**config.mk**
```make
export PLATFORM = sky130hd
export DESIGN_NAME = regfile_write_arbiter
export DESIGN_NICKNAME = d
export VERILOG_FILES = /design/src/rtl/regfile_pkg.sv /design/src/rtl/decoder_4_to_16.sv /design/src/rtl/regfile_write_arbiter.sv
export SDC_FILE = /design/constraint.sdc
export NUM_CORES = 1
export LEC_CHECK = 0
export CORE_MARGIN = 5
export CORE_UTILIZATION = 44
export DETAILED_ROUTE_END_ITERATION = 10
export GPL_TIMING_DRIVEN = 0
export PLACE_DENSITY = 0.88
export SLEW_MARGIN = 5
export SYNTH_ARGS = -nofsm -noshare
export SYNTH_HDL_FRONTEND = slang
export SYNTH_HIERARCHICAL = 1
export SYNTH_SLANG_ARGS = --single-unit
```
**constraint.sdc**
```tcl
create_clock -name clock -period 14.43 [get_ports clock]
set_input_delay 3.6075 -clock clock [delete_from_list [all_inputs] [get_ports clock]]
set_output_delay 3.6075 -clock clock [all_outputs]
set_load 0.05 [all_outputs]
```
**src/rtl/regfile_pkg.sv**
```systemverilog
// Register-file constants shared by the write arbiter and its index decoder.
// Holds the register count, the index and data widths, and the one-hot helper.
package regfile_pkg;

  localparam int NUM_REGS  = 16;
  localparam int REG_IDX_W = 4;
  localparam int DATA_W    = 32;
  localparam int ID_W      = 3;

  localparam logic [REG_IDX_W-1:0] REG_R0 = 4'd0;

  function automatic logic [NUM_REGS-1:0] onehot16(input logic [REG_IDX_W-1:0] idx);
    onehot16 = 16'h0001 << idx;
  endfunction

endpackage

```
**src/rtl/decoder_4_to_16.sv**
```systemverilog
// Turns a 4-bit register index into a one-hot enable; zero output when en is low.
// Purely combinational, zero latency, no backpressure.
module decoder_4_to_16 (
  input  logic [3:0]  idx,
  input  logic        en,
  output logic [15:0] dec
);
  import regfile_pkg::*;

  assign dec = en ? onehot16(idx) : 16'h0000;

endmodule

```
**src/rtl/regfile_write_arbiter.sv**
```systemverilog
// Round-robin share of the register-file write port; one registered cycle to wr_en/wr_data.
// Backpressure: req_ready is the combinational grant, forced low by stall or clear.
module regfile_write_arbiter #(
  parameter int N_REQ       = 3,
  parameter int DATA_W      = regfile_pkg::DATA_W,
  parameter bit R0_WRITABLE = 1'b0
) (
  input  logic                      clock,
  input  logic                      clear,
  input  logic                      stall,
  input  logic [N_REQ-1:0]          req_valid,
  input  logic [4*N_REQ-1:0]        req_addr,
  input  logic [DATA_W*N_REQ-1:0]   req_data,
  output logic [N_REQ-1:0]          req_ready,
  output logic [15:0]               wr_en,
  output logic [DATA_W-1:0]         wr_data,
  output logic                      wr_valid,
  output logic [2:0]                grant_id
);
  import regfile_pkg::*;

  logic [ID_W-1:0]      ptr;
  logic [2*N_REQ-1:0]   dbl;
  logic [N_REQ-1:0]     rot;
  logic                 hit;
  int                   gi;
  logic [N_REQ-1:0]     grant_oh;
  logic                 xfer;
  logic [ID_W-1:0]      gid;
  logic [ID_W-1:0]      ptr_nxt;
  logic [REG_IDX_W-1:0] sel_addr;
  logic [DATA_W-1:0]    sel_data;
  logic                 sel_enable;
  logic [REG_IDX_W-1:0] wr_idx;

  // Rotate the valid vector so bit 0 is the requester at ptr, then take the first set bit.
  always_comb begin
    dbl = {req_valid, req_valid} >> ptr;
    rot = dbl[N_REQ-1:0];
    hit = 1'b0;
    gi  = 0;
    for (int j = 0; j < N_REQ; j++) begin
      if (!hit && rot[j]) begin
        hit = 1'b1;
        gi  = int'(ptr) + j;
        if (gi >= N_REQ) gi = gi - N_REQ;
      end
    end
  end

  always_comb begin
    grant_oh = '0;
    for (int i = 0; i < N_REQ; i++) begin
      grant_oh[i] = hit && (gi == i);
    end
  end

  assign req_ready = (clear || stall) ? '0 : grant_oh;
  assign xfer      = |(req_valid & req_ready);
  assign gid       = ID_W'(gi);
  assign ptr_nxt   = (gi + 1 >= N_REQ) ? '0 : ID_W'(gi + 1);

  always_comb begin
    sel_addr = '0;
    sel_data = '0;
    for (int i = 0; i < N_REQ; i++) begin
      if (grant_oh[i]) begin
        sel_addr = req_addr[4*i +: 4];
        sel_data = req_data[DATA_W*i +: DATA_W];
      end
    end
  end

  // An R0 write is still consumed so its requester is not starved, it just never enables.
  assign sel_enable = R0_WRITABLE || (sel_addr != REG_R0);

  always_ff @(posedge clock) begin
    if (clear) begin
      ptr      <= '0;
      wr_idx   <= '0;
      wr_data  <= '0;
      wr_valid <= 1'b0;
      grant_id <= '0;
    end else if (xfer) begin
      ptr      <= ptr_nxt;
      wr_idx   <= sel_addr;
      wr_data  <= sel_data;
      wr_valid <= sel_enable;
      grant_id <= gid;
    end else begin
      wr_idx   <= '0;
      wr_data  <= '0;
      wr_valid <= 1'b0;
      grant_id <= '0;
    end
  end

  decoder_4_to_16 u_dec (
    .idx (wr_idx),
    .en  (wr_valid),
    .dec (wr_en)
  );

endmodule

```
==> Yosys cells after proc, flatten, opt, wreduce, memory -nomap -nowiden <==
Cells that the tools add are included.
{ "totals": {"regBits": 43, "output_inout_bits": 55, "word_cells": 51} }
{ "op_classes": {"addsub": 6, "magnitude_cmp": 4, "eq_ne": 2, "n_shift": 2, "n_mux": 18, "bitwise_logic": 2, "reduce_logical": 12} }
{ "ops": {"columns": ["cell", "n"], "rows": [
  ["$mux 32", 9],
  ["$add 32x2->32 const B", 1],
  ["$eq 32x2->1 const B", 1],
  ["$eq 32x3->1 const B", 1],
  ["$ge 32x3->1 const B", 1],
  ["$logic_not 32->1", 1],
  ["$mux 16", 1],
  ["$shl 1x4->16 const A", 1],
  ["$mux 4", 3],
  ["$sub 4x2->5 const B", 2],
  ["$ge 4x2->1 const B", 2],
  ["$mux 3", 2],
  ["$shr 6x3->3", 1],
  ["$logic_and 1x1->1", 5],
  ["$add 3x1->4 const B", 1],
  ["$add 3x2->4 const B", 1],
  ["$reduce_bool 4->1", 1],
  ["$sub 3x2->4 const B", 1],
  ["$and 3x3->3", 1],
  ["$ge 3x2->1 const B", 1],
  ["$mux 1", 3],
  ["$reduce_or 3->1", 1],
  ["$logic_not 1->1", 2],
  ["$reduce_or 2->1", 1],
  ["2 further kinds", 2]
]} }

==> Logic depth before layout (Yosys ltp) <==
{ "depth": {"depth_word": 15, "ltp_mapped": 17, "mapped_depth_nobuf": 17} }

==> Hierarchy <==
Netlist, hierarchy kept.
{ "by_module_without_submodules": {"columns": ["module", "n_inst", "cells_each", "area_per_inst_um2", "seq_area_each_um2"], "rows": [
  ["regfile_write_arbiter", 1, 377, 3124.2, 860.8],
  ["decoder_4_to_16", 1, 23, 120.1, 0.0]
]} }

==> Worst setup path before layout <==
No wires, ideal clock.
{ "synth_path": {"path_type": "input-to-output", "startpoint": "input port req_valid[1]", "endpoint": "output port req_ready[2]", "arrival_ns": 6.403, "required_ns": 10.822, "setup_slack_ns": 4.420, "stages": 11, "n_path_buf": 3, "cell_sequence": "buf_2 and4bb_2 a22oi_2 and2_4 o22ai_1 a211oi_2 ha_1 clkbuf_1 inv_1 clkbuf_1 nor2_1"} }
{ "synth_via": {"elab_chain_cells": 11, "elab_cells_between_ends": 14} }
{ "synth_rtl": {"columns": ["item", "line", "rtl"], "rows": [
  ["start, declared", "regfile_write_arbiter.sv:11", "input logic [N_REQ-1:0] req_valid,"],
  ["$shr 6x3->3 (*)", "regfile_write_arbiter.sv:38", "dbl = {req_valid, req_valid} >> ptr;"],
  ["$mux 1", "regfile_write_arbiter.sv:43", "if (!hit && rot[j]) begin"],
  ["$logic_not 1->1", "regfile_write_arbiter.sv:43", null],
  ["$logic_and 1x1->1", "regfile_write_arbiter.sv:43", null],
  ["$mux 1", "regfile_write_arbiter.sv:43", null],
  ["$logic_not 1->1", "regfile_write_arbiter.sv:43", null],
  ["$logic_and 1x1->1", "regfile_write_arbiter.sv:43", null],
  ["$mux 32", "regfile_write_arbiter.sv:43", null],
  ["$eq 32x3->1", "regfile_write_arbiter.sv:54", "grant_oh[i] = hit && (gi == i);"],
  ["$logic_and 1x1->1 (*)", "regfile_write_arbiter.sv:54", null],
  ["$mux 3 (*)", "regfile_write_arbiter.sv:58", "assign req_ready = (clear || stall) ? '0 : grant_oh;"],
  ["end, declared", "regfile_write_arbiter.sv:14", "output logic [N_REQ-1:0] req_ready,"]
]} }
Mark *: on every way between the ends. The rest lies on a longest branch, timed or not.

==> Final worst setup path <==
{ "layout_path": {"startpoint": "input port req_valid[2]", "endpoint": "output port req_ready[2]"} }
The elaborated chain is that of the path after synthesis.

==> flow_summary.ini <==
[timing]
finalHoldViolCount = 0
slew_viol_final = 0
transition_time_at_the_pin_with_the_least_slew_margin_ps = 636.1
post-route-worst-setup-slack_ps = 2940
fmaxAchievable_mhz = 87.03
final.setup.tns_ps = 0
finClkSkew_ps = 2.947
period_minus_slack_ps = 11490
grt_setup_unrepaired = false
finalSetupViolations = 0
timing.final.crit_share = 0.7963
hold_slack_ps = 847.4
max_slew_margin = 0.5751

[clock_tree]
cts.repair.resized = 0
clock-root-buffer = sky130_fd_sc_hd__clkbuf_8
clock_insertion_delay_worst_skew_ps = 290
path_clk_slew_ps = 80
tritoncts = built
cts.path.max_buffers = 2
numCtsBuffers = 5
htree_levels = 2
cts-hold-fix-buffers = 0
clock-sinks = 43
post-cts-setup-buffer-count = 0

[yosys]
fraction_of_the_mapped_netlist_area_in_compound_gates = 0.2210
yosysSeqAreaShare = 0.2653
synthesis.nets = 535
synth-adder-area-share = 0.08099
synthDominantCellAreaShare = 0.2653
post_synth_instance_area_mm2 = 0.003244
synthesized_area_fraction_occupied_by_xor_and_xnor_cells = 0.008099
number_of_enable_type_register_cells_in_the_synthesized_netlist = 0
synthDominantAreaCellType = sky130_fd_sc_hd__dfxtp_1
post_synth_most_frequent_cells = 67 x sky130_fd_sc_hd__nor2_1, 43 x sky130_fd_sc_hd__dfxtp_1, 38 x sky130_fd_sc_hd__a21oi_1, 28 x sky130_fd_sc_hd__nor3_1, 22 x sky130_fd_sc_hd__nand2_1
largest_family_of_logic_cells_by_synthesized_area = simple AND/OR/NAND/NOR gates
yosys-mux-area-fraction = 0.01581
ys_top_cells_by_area = sky130_fd_sc_hd__dfxtp_1 27%, sky130_fd_sc_hd__ha_1 8.1%, sky130_fd_sc_hd__nor2_1 7.8%, sky130_fd_sc_hd__a21oi_1 5.9%, sky130_fd_sc_hd__a221oi_1 5.7%
most_instantiated_library_cell_after_synthesis = sky130_fd_sc_hd__nor2_1
synth-main-ff-cell = sky130_fd_sc_hd__dfxtp_1
yosys_warns = 6
synth_async_sr_flop_share = 0
synth.avg_cell_area_um2 = 8.111
synth.distinct_cells = 70
synth.ff_latch_count = 43
syn-instance-count = 400
synth-simple-area-share = 0.3428

[grt]
grt.total_usage = 0.2480
maximum_number_of_pins_on_one_net_before_global_route_repair = 17
wire_length_of_the_first_global_routing_pass_um = 18030
grt_overflow = 0
first_global_vias = 3703
antenna_found_initial = 0

[final_layout]
fillers = 557
finalNetCount = 710
layout-drive-gt1-share = 0.1007
area_growth_syn_to_layout_pct = 59.28
finalNonFillerCells = 675
antenna_fix_cells = 0

[worst_setup_path]
reg2reg_launch_point = ptr[2]
cp_num_buf_inv = 6
timing.critical_path.slowest_cell_delay_ps = 860
critPathRequiredTime_ps = 10820
startpoint = req_valid[2]
critical_path_arrival_ps = 7880
worst-path-stages = 13
reg2reg_slack_ps = 9610
critical_path.cell_chain = clkdlybuf4s50_1 -> buf_4 -> mux2i_1 -> nor3_2 -> nor3_1 -> o22ai_1 -> a211oi_2 -> ha_1 -> clkbuf_1 -> inv_1 -> clkbuf_1 -> nor2_1 -> clkdlybuf4s50_1
timing.critical_path.to = req_ready[2]
critical_path.startpoint_type = primary input
critical_path.top_delay_family = buffers and inverters
critical_path_class = primary input to primary output
worstReg2RegEnd = ptr[1]
path_max_fanout = 10
rr_worst_depth = 16
critPathCaptureType = primary output
timing.critical_path.slowest_stage_cell = sky130_fd_sc_hd__clkdlybuf4s50_1

[run_status]
outcome = complete, no violations

[floorplan]
design.core.area_mm2 = 0.007214
starting_density_of_the_core = 0.4497
floorplan.die.height_um = 95.87
fp.dieArea_mm2 = 0.009191
pin_count = 169
floorplan.rows = 31
fp.dieW_um = 95.87

[job]
max_cap_violations = 0

[hold_path]
min_path_type = flip-flop to flip-flop

[detailed_routing]
first_iteration_detailed_routing_drc_count = 198
number_of_remaining_drc_errors = 0
pre_repair_dr_iteration_count = 5
vias_per_cell = 5.561
drt-wirelength-per-cell_um = 17.99
via_count = 3754
postRouteAntennaNets = 0
drt-total-wl_um = 12150

[power]
power.ir.vdd_worst_uv = 66.26
design_power_mw = 0.7202
power_leakage_nw = 1.919
powerDensity_mw_per_mm2 = 139.4

[placement]
buffer_ports.inserted = 168
pre_cts_ws_ps = 2957
place.detailed.instances = 667
dp_hpwl_um = 9567
globalplace.congestion = 0.9198
==> per-stage QoR <==
stage / area, µm² / utilization
floorplan: 3244 / -
global placement: 5050 / 0.7000
detailed placement: 5050 / 0.7000
CTS: 5167 / 0.7163
global route: 5167 / 0.7163
finish: 5167 / 0.7163
==> how the worst min path moves through the flow <==
| stage | start | to | cells after the start |
|---|---|---|---|
| floorplan | ptr[2] | ptr[2] | 3 |
| global placement | ptr[2] | ptr[2] | 3 |
| detailed placement | ptr[2] | ptr[2] | 3 |
| CTS | ptr[2] | ptr[2] | 3 |
| global route | ptr[2] | ptr[2] | 3 |
| finish | ptr[2] | ptr[2] | 3 |
==> worst reg2reg max path, stage by stage, from the launching register on <==
cell	delay [ps]
sky130_fd_sc_hd__dfxtp_1	500
sky130_fd_sc_hd__buf_2	290
sky130_fd_sc_hd__inv_1	170
sky130_fd_sc_hd__ha_1	390
sky130_fd_sc_hd__or2_2	350
sky130_fd_sc_hd__o31ai_1	340
sky130_fd_sc_hd__o311ai_2	200
sky130_fd_sc_hd__a31oi_4	320
sky130_fd_sc_hd__nand2_1	160
sky130_fd_sc_hd__or4b_1	540
sky130_fd_sc_hd__ha_1	220
sky130_fd_sc_hd__nor4_1	210
sky130_fd_sc_hd__and4b_1	230
sky130_fd_sc_hd__nand4_1	140
sky130_fd_sc_hd__nor4b_1	320
sky130_fd_sc_hd__a22oi_1	120
sky130_fd_sc_hd__a211oi_1	250
==> cell usage in the layout, fill, tap and decap left out, types with 3 or more instances in the layout <==
cell type | netlist | routed
sky130_fd_sc_hd__a221oi_1 | 21 | 21
sky130_fd_sc_hd__or4b_1 | 4 | 4
sky130_fd_sc_hd__nor2_2 | 3 | 3
sky130_fd_sc_hd__clkbuf_1 | 11 | 11
sky130_fd_sc_hd__nor3_1 | 28 | 28
sky130_fd_sc_hd__a21oi_1 | 38 | 38
sky130_fd_sc_hd__nor2_4 | 8 | 8
sky130_fd_sc_hd__buf_2 | 5 | 5
sky130_fd_sc_hd__o211ai_2 | 3 | 3
sky130_fd_sc_hd__buf_1 | 4 | 4
sky130_fd_sc_hd__a211oi_2 | 3 | 3
sky130_fd_sc_hd__nor2b_1 | 5 | 5
sky130_fd_sc_hd__dfxtp_1 | 43 | 43
sky130_fd_sc_hd__nand2b_1 | 8 | 8
sky130_fd_sc_hd__nand2_1 | 22 | 22
sky130_fd_sc_hd__clkdlybuf4s50_1 | 0 | 168
sky130_fd_sc_hd__clkbuf_8 | 0 | 6
sky130_fd_sc_hd__nand3_1 | 4 | 4
sky130_fd_sc_hd__inv_1 | 10 | 10
sky130_fd_sc_hd__o21ai_0 | 4 | 4
sky130_fd_sc_hd__buf_6 | 5 | 5
sky130_fd_sc_hd__nor4_1 | 3 | 3
sky130_fd_sc_hd__nor2_1 | 67 | 67
sky130_fd_sc_hd__nand4_1 | 5 | 5
sky130_fd_sc_hd__mux2i_1 | 4 | 4
sky130_fd_sc_hd__and3_1 | 15 | 15
sky130_fd_sc_hd__ha_1 | 21 | 21
==> area by class of cell <==
class,count,area (µm²),share of cell area
Multi-Input combinational cell,319,2173,0.4206
Timing Repair Buffer,168,1682,0.3254
Sequential cell,43,860.8,0.1666
Buffer,28,172.7,0.03341
Tap cell,99,123.9,0.02397
Clock buffer,6,82.58,0.01598
Inverter,10,37.54,0.007264
Clock inverter,2,35.03,0.006780
==> power breakdown <==
group	total, mW	leakage [nW]	switching [mW]	internal (mW)
Sequential	0.143	0.348	0.00919	0.133
Combinational	0.479	1.51	0.292	0.187
Clock	0.0984	0.0612	0.0423	0.0561
Total	0.720	1.92	0.343	0.377
==> flip-flops by register name (all words and copies together), names as in the netlist <==
signal	count
wr_data	32
wr_idx	4
grant_id	3
ptr	3
wr_valid	1
==> layer usage <==
| layer | vias to the layer above | wire [µm] | track usage |
|---|---|---|---|
| li1 | 1808 | - | - |
| met2 | 170 | 6316 | 0.4760 |
| met1 | 1750 | 4581 | 0.2716 |
| met4 | 0 | 291 | 0.07820 |
| met5 | - | 0 | 0 |
| met3 | 26 | 957 | 0.04613 |
==> logic make-up (layout without fill, tap and decap cells) <==
family,Yosys count,count (layout)
AOI/OAI and AO/OA,91,91
xor gates and xnor gates,3,3
adders and majority gates,21,21
buffers and inverters,38,214
DFF,43,43
muxes,5,5
other,1,1
and+or+nand+nor,198,198
No activity file was read; power rests on OpenSTA's default activity.
